File: src/rtl/joy_db9_scan_pkg.sv
// Shared types and width helpers for the DB9 joystick serial scanner.
package joy_db9_pkg;

   // Scanner sequencing states.
   typedef enum logic [2:0] {
      ST_IDLE   = 3'd0,
      ST_LOAD   = 3'd1,
      ST_SAMPLE = 3'd2,
      ST_CLKHI  = 3'd3,
      ST_DONE   = 3'd4
   } scan_state_e;

   localparam int unsigned STATE_W = 3;

   // Bits needed for a counter running 0..n-1 (at least one bit).
   function automatic int unsigned cnt_w(input int unsigned n);
      return (n <= 32'd2) ? 32'd1 : $clog2(n);
   endfunction

endpackage

File: src/rtl/joy_db9_scan_if.sv
// DB9 chain and middleboard reflection signals.
interface joy_db9_scan_if;
   logic JOY_CLK;
   logic JOY_LOAD;
   logic JOY_DATA;
   logic JOY_XCLK;
   logic JOY_XLOAD;
   logic JOY_XDATA;

   modport master (
      output JOY_CLK, JOY_LOAD, JOY_XDATA,
      input  JOY_DATA, JOY_XCLK, JOY_XLOAD
   );

   modport slave (
      input  JOY_CLK, JOY_LOAD, JOY_XDATA,
      output JOY_DATA, JOY_XCLK, JOY_XLOAD
   );
endinterface

File: src/rtl/joy_db9_scan_sync2.sv
// Two-flop synchroniser for an asynchronous single-bit input.
module joy_sync2 #(
   parameter logic RST_VAL = 1'b1
) (
   input  logic clk,
   input  logic rst,
   input  logic d,
   output logic q
);
   logic meta_q;
   logic sync_q;

   // Metastability chain.
   always_ff @(posedge clk or posedge rst) begin
      if (rst) begin
         meta_q <= RST_VAL;
         sync_q <= RST_VAL;
      end else begin
         meta_q <= d;
         sync_q <= meta_q;
      end
   end

   assign q = sync_q;
endmodule

File: src/rtl/joy_db9_scan.sv
// DB9 joystick chain scanner with middleboard reflection and pass-through.
module joy_db9_scan
   import joy_db9_pkg::*;
#(
   parameter int unsigned NUM_JOY    = 2,
   parameter int unsigned JOY_BITS   = 12,
   parameter int unsigned CLK_DIV    = 16,
   parameter int unsigned SCAN_GAP   = 64,
   parameter bit          ACTIVE_LOW = 1'b1
) (
   input  logic                        clk_sys,
   input  logic                        reset,
   input  logic                        refl_en,
   joy_db9_scan_if.master              db9,
   output logic [NUM_JOY*JOY_BITS-1:0] joy_out,
   output logic                        scan_done
);
   localparam int unsigned N     = NUM_JOY * JOY_BITS;
   localparam int unsigned IDX_W = cnt_w(N);
   localparam int unsigned GAP_W = cnt_w(SCAN_GAP);
   localparam int unsigned DIV_W = cnt_w(CLK_DIV);
   localparam logic [N-1:0] INV_MASK = {N{ACTIVE_LOW}};
   localparam logic [N-1:0] TOP_ONE  = N'(1) << (N - 1);

   scan_state_e state_q, state_d;
   logic [DIV_W-1:0] div_q, div_d;
   logic [GAP_W-1:0] gap_q, gap_d;
   logic [IDX_W-1:0] idx_q, idx_d;
   logic [N-1:0]     shift_q, shift_d;
   logic [N-1:0]     raw_q, raw_d;
   logic [N-1:0]     joy_out_q, joy_out_d;
   logic [N-1:0]     refl_q, refl_d;
   logic             scan_done_q, scan_done_d;
   logic             joy_clk_q, joy_clk_d;
   logic             joy_load_q, joy_load_d;
   logic             xclk_prev_q, xclk_prev_d;
   logic             tick_c;
   logic             xclk_s;
   logic             xload_s;

   joy_sync2 #(.RST_VAL(1'b1)) u_sync_xclk (
      .clk (clk_sys),
      .rst (reset),
      .d   (db9.JOY_XCLK),
      .q   (xclk_s)
   );

   joy_sync2 #(.RST_VAL(1'b1)) u_sync_xload (
      .clk (clk_sys),
      .rst (reset),
      .d   (db9.JOY_XLOAD),
      .q   (xload_s)
   );

   // Free-running serial tick divider.
   always_comb begin
      tick_c = (div_q == DIV_W'(CLK_DIV - 1));
      div_d  = tick_c ? '0 : div_q + DIV_W'(1);
   end

   // Scanner state register.
   always_ff @(posedge clk_sys or posedge reset) begin
      if (reset) begin
         state_q <= ST_IDLE;
      end else begin
         state_q <= state_d;
      end
   end

   // Next-state logic; pass-through mode pins the scanner in IDLE.
   always_comb begin
      state_d = state_q;
      gap_d   = gap_q;
      idx_d   = idx_q;
      if (refl_en) begin
         state_d = ST_IDLE;
         gap_d   = '0;
         idx_d   = '0;
      end else begin
         case (state_q)
            ST_IDLE: begin
               if (tick_c) begin
                  if (gap_q == GAP_W'(SCAN_GAP - 1)) begin
                     gap_d   = '0;
                     state_d = ST_LOAD;
                  end else begin
                     gap_d = gap_q + GAP_W'(1);
                  end
               end
            end
            ST_LOAD: begin
               if (tick_c) begin
                  idx_d   = '0;
                  state_d = ST_SAMPLE;
               end
            end
            ST_SAMPLE: begin
               if (tick_c) begin
                  state_d = ST_CLKHI;
               end
            end
            ST_CLKHI: begin
               if (tick_c) begin
                  if (idx_q == IDX_W'(N - 1)) begin
                     state_d = ST_DONE;
                  end else begin
                     idx_d   = idx_q + IDX_W'(1);
                     state_d = ST_SAMPLE;
                  end
               end
            end
            ST_DONE: state_d = ST_IDLE;
            default: state_d = ST_IDLE;
         endcase
      end
   end

   // Output/datapath logic; results publish on the edge that enters DONE.
   always_comb begin
      shift_d     = shift_q;
      raw_d       = raw_q;
      joy_out_d   = joy_out_q;
      scan_done_d = 1'b0;
      if (!refl_en && (state_q == ST_SAMPLE) && tick_c) begin
         shift_d[idx_q] = db9.JOY_DATA;
      end
      if (state_d == ST_DONE) begin
         raw_d       = shift_d;
         joy_out_d   = shift_d ^ INV_MASK;
         scan_done_d = 1'b1;
      end
      joy_load_d = (state_d != ST_LOAD);
      joy_clk_d  = (state_d != ST_CLKHI);
   end

   // Reflection shifter: a load beats a coincident clock edge.
   always_comb begin
      xclk_prev_d = xclk_s;
      refl_d      = refl_q;
      if (!xload_s) begin
         refl_d = raw_q;
      end else if (xclk_s && !xclk_prev_q) begin
         refl_d = (refl_q >> 1) | TOP_ONE;
      end
   end

   // Datapath and output registers.
   always_ff @(posedge clk_sys or posedge reset) begin
      if (reset) begin
         div_q       <= '0;
         gap_q       <= '0;
         idx_q       <= '0;
         shift_q     <= '0;
         raw_q       <= INV_MASK;
         joy_out_q   <= '0;
         scan_done_q <= 1'b0;
         joy_clk_q   <= 1'b1;
         joy_load_q  <= 1'b1;
         refl_q      <= '1;
         xclk_prev_q <= 1'b1;
      end else begin
         div_q       <= div_d;
         gap_q       <= gap_d;
         idx_q       <= idx_d;
         shift_q     <= shift_d;
         raw_q       <= raw_d;
         joy_out_q   <= joy_out_d;
         scan_done_q <= scan_done_d;
         joy_clk_q   <= joy_clk_d;
         joy_load_q  <= joy_load_d;
         refl_q      <= refl_d;
         xclk_prev_q <= xclk_prev_d;
      end
   end

   assign db9.JOY_CLK   = refl_en ? db9.JOY_XCLK  : joy_clk_q;
   assign db9.JOY_LOAD  = refl_en ? db9.JOY_XLOAD : joy_load_q;
   assign db9.JOY_XDATA = refl_en ? db9.JOY_DATA  : refl_q[0];
   assign joy_out       = joy_out_q;
   assign scan_done     = scan_done_q;
endmodule

File: src/flat_wrapper.sv
// flat-port wrapper written by rule: the top's interface ports become plain ports
module joy_db9_scan_flat import joy_db9_pkg::*;
#(
   parameter int unsigned NUM_JOY    = 2,
   parameter int unsigned JOY_BITS   = 12,
   parameter int unsigned CLK_DIV    = 16,
   parameter int unsigned SCAN_GAP   = 64,
   parameter bit          ACTIVE_LOW = 1'b1
)
  (clk_sys, reset, refl_en, joy_out, scan_done, db9_JOY_CLK, db9_JOY_LOAD, db9_JOY_XDATA, db9_JOY_DATA, db9_JOY_XCLK, db9_JOY_XLOAD);
  joy_db9_scan_if db9_i ();
  input  logic clk_sys;
  input  logic reset;
  input  logic refl_en;
  output logic [NUM_JOY*JOY_BITS-1:0] joy_out;
  output logic scan_done;
  output wire logic [$bits(db9_i.JOY_CLK)-1:0] db9_JOY_CLK;
  output wire logic [$bits(db9_i.JOY_LOAD)-1:0] db9_JOY_LOAD;
  output wire logic [$bits(db9_i.JOY_XDATA)-1:0] db9_JOY_XDATA;
  input wire logic [$bits(db9_i.JOY_DATA)-1:0] db9_JOY_DATA;
  input wire logic [$bits(db9_i.JOY_XCLK)-1:0] db9_JOY_XCLK;
  input wire logic [$bits(db9_i.JOY_XLOAD)-1:0] db9_JOY_XLOAD;
  assign db9_JOY_CLK = db9_i.JOY_CLK;
  assign db9_JOY_LOAD = db9_i.JOY_LOAD;
  assign db9_JOY_XDATA = db9_i.JOY_XDATA;
  assign db9_i.JOY_DATA = db9_JOY_DATA;
  assign db9_i.JOY_XCLK = db9_JOY_XCLK;
  assign db9_i.JOY_XLOAD = db9_JOY_XLOAD;
  joy_db9_scan #(.NUM_JOY(NUM_JOY), .JOY_BITS(JOY_BITS), .CLK_DIV(CLK_DIV), .SCAN_GAP(SCAN_GAP), .ACTIVE_LOW(ACTIVE_LOW)) u_core (.clk_sys(clk_sys), .reset(reset), .refl_en(refl_en), .db9(db9_i), .joy_out(joy_out), .scan_done(scan_done));
endmodule
File: config.mk
export PLATFORM = sky130hd
export DESIGN_NAME = joy_db9_scan_flat
export DESIGN_NICKNAME = d
export VERILOG_FILES = /design/src/rtl/joy_db9_scan_pkg.sv /design/src/rtl/joy_db9_scan_if.sv /design/src/rtl/joy_db9_scan_sync2.sv /design/src/rtl/joy_db9_scan.sv /design/src/flat_wrapper.sv
export SDC_FILE = /design/constraint.sdc
export NUM_CORES = 1
export LEC_CHECK = 0
export CORE_MARGIN = 2
export CORE_UTILIZATION = 35
export DETAILED_ROUTE_END_ITERATION = 8
export SLEW_MARGIN = 20
export SYNTH_ARGS = -nofsm -noshare
export SYNTH_HDL_FRONTEND = slang
export SYNTH_SLANG_ARGS = --single-unit
File: constraint.sdc
create_clock -name clk_sys -period 4.43 [get_ports clk_sys]
set_input_delay 1.329 -clock clk_sys [delete_from_list [all_inputs] [get_ports clk_sys]]
set_output_delay 1.329 -clock clk_sys [all_outputs]
set_load 0.02 [all_outputs]
[Yosys cells after proc, flatten, opt, wreduce, memory -nomap -nowiden]
Index checks and enable logic that the tools add are counted.
Storage, ports and cells
  flip-flop bits (word level): 122
  input bits: 6
  output and inout port bits: 28
Cells by class
  add/subtract/negate cells: 3
  magnitude comparators: 2
  equal/unequal tests: 13
  mux-type cells: 28
  bitwise logic cells: 1
  reductions and logical operators: 12
Operators with widths (count)
  2-to-1 mux 24 bit: 3
  bitwise mux 24 bit: 1
  2-to-1 mux 6 bit: 4
  inverter 24 bit: 1
  2-to-1 mux 3 bit: 7
  2-to-1 mux 5 bit: 4
  one-hot mux 3 bit (4 select lines): 1
  one-hot mux 5 bit (2 select lines): 1
  != test 3 x 2 -> 1 bit (second input constant): 3
  adder 6 x 1 -> 6 bit (second input constant): 1
  == test 3 x 2 -> 1 bit (second input constant): 2
  == test 6 bit (second input constant): 1
  less-than comparator 5 x 6 -> 1 bit (second input constant): 1
  adder 5 x 1 -> 5 bit (second input constant): 1
  demux 1 bit (select 5 bit): 1
  == test 5 bit (second input constant): 1
  greater-or-equal comparator 5 x 1 -> 1 bit (second input constant): 1
  2-to-1 mux 1 bit: 5
  adder 4 x 1 -> 4 bit (second input constant): 1
  == test 4 bit (second input constant): 1
  logical AND 1 bit: 4
  2-to-1 mux 4 bit: 1
  AND reduction 4 bit: 1
  nonzero test 2 bit: 2
  9 further kinds: 10

[Longest topological paths before layout]
Gate-level depths: netlist of run 1.
  word-level depth: 7
  mapped depth: 7
  gate-level depth less buffers: 5

[Modules after synthesis]
A second synthesis of run 1 with hierarchy kept.
Second synthesis, totals
  cells, all modules: 485
  area, all modules: 5206.2 sq um
Modules (own cells, without submodules)
  joy_db9_scan: instances 1, cells an instance 479, area an instance 5093.6 sq um, sequential area each 3016.6 sq um
  joy_sync2: instances 2, cells an instance 3, area an instance 56.3 sq um, sequential area each 52.6 sq um

[Least setup slack after synthesis of run 1]
OpenSTA, ideal clock, no wires.
  path kind: input port to output port
  start point: in refl_en
  end point: out db9_JOY_CLK
  arrival time: 1820 ps
  required time: 3101 ps
  path slack: 1281 ps
  stages: 2
  path buffers: 1
  cells stage by stage: buf_6 > mux2_2
On the way
  cells in the longest elaborated chain, start to end: 1
RTL lines
  from (decl): line flat_wrapper.sv:14  | input logic refl_en;
  2-to-1 mux 1 bit: line joy_db9_scan.sv:176  | assign db9.JOY_CLK = refl_en ? db9.JOY_XCLK : joy_clk_q;
  to (decl): line flat_wrapper.sv:17  | output wire logic [$bits(db9_i.JOY_CLK)-1:0] db9_JOY_CLK;
Every way passes these cells.

[Final worst setup path of run 1]
Ends and elaborated chain as after synthesis.

==> results of run 1 <==
==> sequential cells by signal (all words and copies together), names as in the netlist <==
signal                      count
u_core.div_q                    4
u_core.gap_q                    6
u_core.idx_q                    5
u_core.joy_clk_q                1
u_core.joy_load_q               1
u_core.joy_out                 24
u_core.raw_q                   24
u_core.refl_q                  24
u_core.scan_done                1
u_core.shift_q                 24
u_core.state_q                  3
u_core.u_sync_xclk.meta_q       1
u_core.u_sync_xclk.q            1
u_core.u_sync_xload.meta_q      1
u_core.u_sync_xload.q           1
u_core.xclk_prev_q              1
==> worst min-delay path by stage <==
stage	from	to	slack, ns	depth (start not counted)
6_report	u_core.u_sync_xclk.meta_q$_DFF_PP1_	u_core.u_sync_xclk.q$_DFF_PP1_	0.36	0
3_5_place_dp	u_core.u_sync_xload.meta_q$_DFF_PP1_	u_core.u_sync_xload.q$_DFF_PP1_	0.35	0
5_1_grt	u_core.u_sync_xclk.meta_q$_DFF_PP1_	u_core.u_sync_xclk.q$_DFF_PP1_	0.36	0
2_1_floorplan	u_core.u_sync_xclk.meta_q$_DFF_PP1_	u_core.u_sync_xclk.q$_DFF_PP1_	0.35	0
4_1_cts	u_core.u_sync_xload.meta_q$_DFF_PP1_	u_core.u_sync_xload.q$_DFF_PP1_	0.36	0
3_3_place_gp	u_core.u_sync_xload.meta_q$_DFF_PP1_	u_core.u_sync_xload.q$_DFF_PP1_	0.35	0
==> power breakdown <==
group	switching [mW]	total [mW]	internal (mW)
Clock	0.446	1.26	0.812
Combinational	0.0537	0.0900	0.0362
Sequential	0.0203	1.19	1.17
Total	0.520	2.53	2.01
==> critical path: stages <==
cell,delay [ns]
sky130_fd_sc_hd__clkdlybuf4s50_1,0.55
sky130_fd_sc_hd__mux2_2,0.36
sky130_fd_sc_hd__clkdlybuf4s50_1,0.53
==> synth_stat cells, drive strengths merged <==
cell / n
dfrtp: 67
dfstp: 55
o21ai: 54
mux2: 51
nor2: 33
a21oi: 26
mux2i: 25
buf: 13
clkbuf: 10
inv: 10
nand3: 10
ha: 6
and3: 5
nand4: 5
xor2: 5
nand2: 4
o2bb2ai: 4
or2: 4
and2: 3
nand2b: 3
a32o: 2
nand3b: 2
nor2b: 2
o22ai: 2
or3b: 2
a311oi: 1
a31o: 1
a31oi: 1
and3b: 1
and4b: 1
nor3b: 1
nor4: 1
nor4bb: 1
o22a: 1
o311a: 1
or3: 1
==> routing by layer <==
| layer | vias up | part of all wire | GRT usage |
|---|---|---|---|
| li1 | 1539 | - | - |
| met1 | 1622 | 0.48 | 0.186 |
| met2 | 44 | 0.48 | 0.216 |
| met3 | 14 | 0.021 | 0.0288 |
| met4 | 0 | 0.015 | 0.0621 |
| met5 | - | 0 | 0 |
==> cell type report <==
type,instances,area [µm²],share of cell area
Timing Repair Buffer,38,380,0.0597
Multi-Input combinational cell,259,2040,0.321
Tap cell,188,235,0.0369
Clock buffer,28,497,0.0780
Inverter,10,46.3,0.00727
Sequential cell,122,3120,0.490
Clock inverter,4,45.0,0.00707
==> kinds of logic (layout without fill, tap and decap cells) <==
kind of cell	count (synthesis)	count (layout)
adders and majority gates	6	6
DFF	122	122
AOI/OAI and AO/OA	93	93
muxes	76	76
and+or+nand+nor	79	79
xor gates and xnor gates	5	5
buffers and inverters	33	80
==> metrics by stage <==
stage	std cells	cell area, µm²	setup WS [ns]
after global routing	649	6370	0.283
after detailed placement	617	5830	0.318
after floorplan	414	5370	1.28
after CTS	649	6370	0.315
final	649	6370	0.326
after global placement	617	5830	0.360
==> Implementation_results.wiki, run 1 <==
{| class="wikitable"
! Metric !! Value
|-
| Max-cap violations || 0
|-
| Unrepaired setup endpoints after global routing || false
|-
| Sequential fraction of the synthesis area || 0.582
|-
| Final setup skew || 0.0127 ns
|-
| Final total power || between 2 and 3 mW
|-
| Max Clk Rate || 0.244 GHz
|-
| Dominant cells by area after synthesis || sky130_fd_sc_hd__dfrtp_1 31%, sky130_fd_sc_hd__dfstp_2 27%, sky130_fd_sc_hd__mux2_4 11%, sky130_fd_sc_hd__o21ai_0 5.0%, sky130_fd_sc_hd__mux2i_1 4.7%
|-
| All-layer global routing usage || 0.138
|-
| Final-report max-slew violation count || 0
|-
| TritonCTS clock tree || done
|-
| Drt first pass iters || 4
|-
| Data arrival time at the worst-slack endpoint || between 2 and 3 ns
|-
| Critical R2R Launch || u_core.div_q[0]$_DFF_PP0_
|-
| Worst hold margin || between 0.3 and 0.4 ns
|-
| Overall routed net length || ~10 mm
|-
| Leak || 2.78 nW
|-
| Post-CTS Hold Buffers || 0
|-
| Gate Count Post-Synth || just over 400
|-
| Core Box Area || ~0.015 mm²
|-
| Synth area leader || sky130_fd_sc_hd__dfrtp_1
|-
| Worst rel slew slack || 0.505
|-
| Compound-cell area share of the yosys netlist || 0.0963
|-
| Synthesized area || 0.00536 mm²
|-
| Overall overflow remaining after global route || 0
|-
| Syn Nets || 426
|-
| Wirelength per Cell || 15.7 µm
|-
| Number of instances resized during post-cts repair || 0
|-
| Die outline area || about 0.016 mm²
|-
| Crit path time final || approximately 4.1 ns
|-
| Crit Path Category || input pin to output port
|-
| Final period util || 0.926
|-
| Fill count || ~1400
|-
| Type of the tightest min-delay check || flip-flop to flip-flop
|-
| Via count || approximately 3200
|-
| Worst setup path start || refl_en
|-
| Worst setup endpoint || db9_JOY_CLK
|-
| Peak supply drop || 0.223 mV
|-
| Biggest fanout along the worst timing path || 4
|-
| Die Ht || between 100 and 150 µm
|-
| Via density || 4.96
|-
| Number of antenna violations at the first check in global routing || 0
|-
| Power density of the placed cells || 398 mW/mm²
|-
| Synth warnings || 0
|-
| Top-level I/O count || 34
|-
| Largest family of logic cells by synthesized area || multiplexers
|-
| Buffers inserted by post-CTS timing repair || 0
|-
| Starting DRT DRC Count || about 120
|-
| Final ANT Viol Nets || 0
|-
| Final #Nets || 460
|-
| Root Driver || sky130_fd_sc_hd__clkbuf_16
|-
| Clock slew at reported path FFs || around 0.05 ns
|-
| Run status || completed
|-
| Post-Synthesis Mean Instance Area || ~13 µm²
|-
| Initial Util || 0.355
|-
| Clock Sinks || between 100 and 150
|-
| Commonest non-fill, non-tap cells in the layout || 67 x sky130_fd_sc_hd__dfrtp_1, 55 x sky130_fd_sc_hd__dfstp_2, 53 x sky130_fd_sc_hd__o21ai_0
|-
| Post-DP HPWL || ~6.8 mm
|-
| Required time worst endpoint || approximately 3.1 ns
|-
| Maximum buffer depth of the clock tree || 2
|-
| Final setup violating endpoints || 0
|-
| Area Overhead vs Synth || 18.8%
|-
| Number of cells on the worst reg-to-reg path || 5
|-
| Mux contribution to synthesized area || 0.180
|-
| Unique masters post-synth || 44
|-
| Die Wd || 128 µm
|-
| Flop-to-flop setup slack || 2.21 ns
|-
| Pin count of the biggest net entering global routing || 60
|-
| Share of synthesized cell area in and, or, nand and nor gates || 0.0816
|-
| FP Rows || 45
|-
| Fraction of final layout cells sized beyond drive strength 1 || 0.321
|-
| Worst flop-to-flop path endpoint || u_core.shift_q[4]$_DFF_PP0_
|-
| H-tree levels || 4
|-
| Post-route setup TNS || 0 ns
|-
| Crit. End Element || output port
|-
| Insertion delay of the later-clocked pin in the worst-skew pair || 0.42 ns
|-
| Antenna fix cells || 0
|-
| Via count of the first global-routing pass || between 3000 and 4000
|-
| DRC || 0
|-
| Critical Path Source Type || input pin
|-
| Total count of hold-check failures in the final report || 0
|-
| Adder-cell share of the synthesized area || 0.0140
|-
| Routability congestion estimate || 0.820
|-
| Utilization after layout || 0.422
|-
| First-pass GRT wire length || around 17 mm
|-
| Xor-xnor portion of the synthesized cell area || 0.00816
|-
| Port buffer count || 33
|-
| Count of state elements after synthesis || around 120
|-
| Slew at the pin closest to its max-slew limit || approximately 0.74 ns
|-
| Number of buffers added by the clock tree synthesis step || 17
|-
| Most common cell after layout, fill and taps aside || sky130_fd_sc_hd__dfrtp_1
|-
| Share of Yosys cell area claimed by the top area cell type || 0.313
|}
(Power assumes the default switching activity.)
==> run 2, diff against run 1 <==
--- a/config.mk
+++ b/config.mk
@@ -8,7 +8,7 @@
 export CORE_MARGIN = 2
 export CORE_UTILIZATION = 35
 export DETAILED_ROUTE_END_ITERATION = 8
-export SLEW_MARGIN = 20
+export SLEW_MARGIN = 40
 export SYNTH_ARGS = -nofsm -noshare
 export SYNTH_HDL_FRONTEND = slang
 export SYNTH_SLANG_ARGS = --single-unit
==> results of run 2 <==
No change in the layout: final DEF, timing and power equal those of run 1.
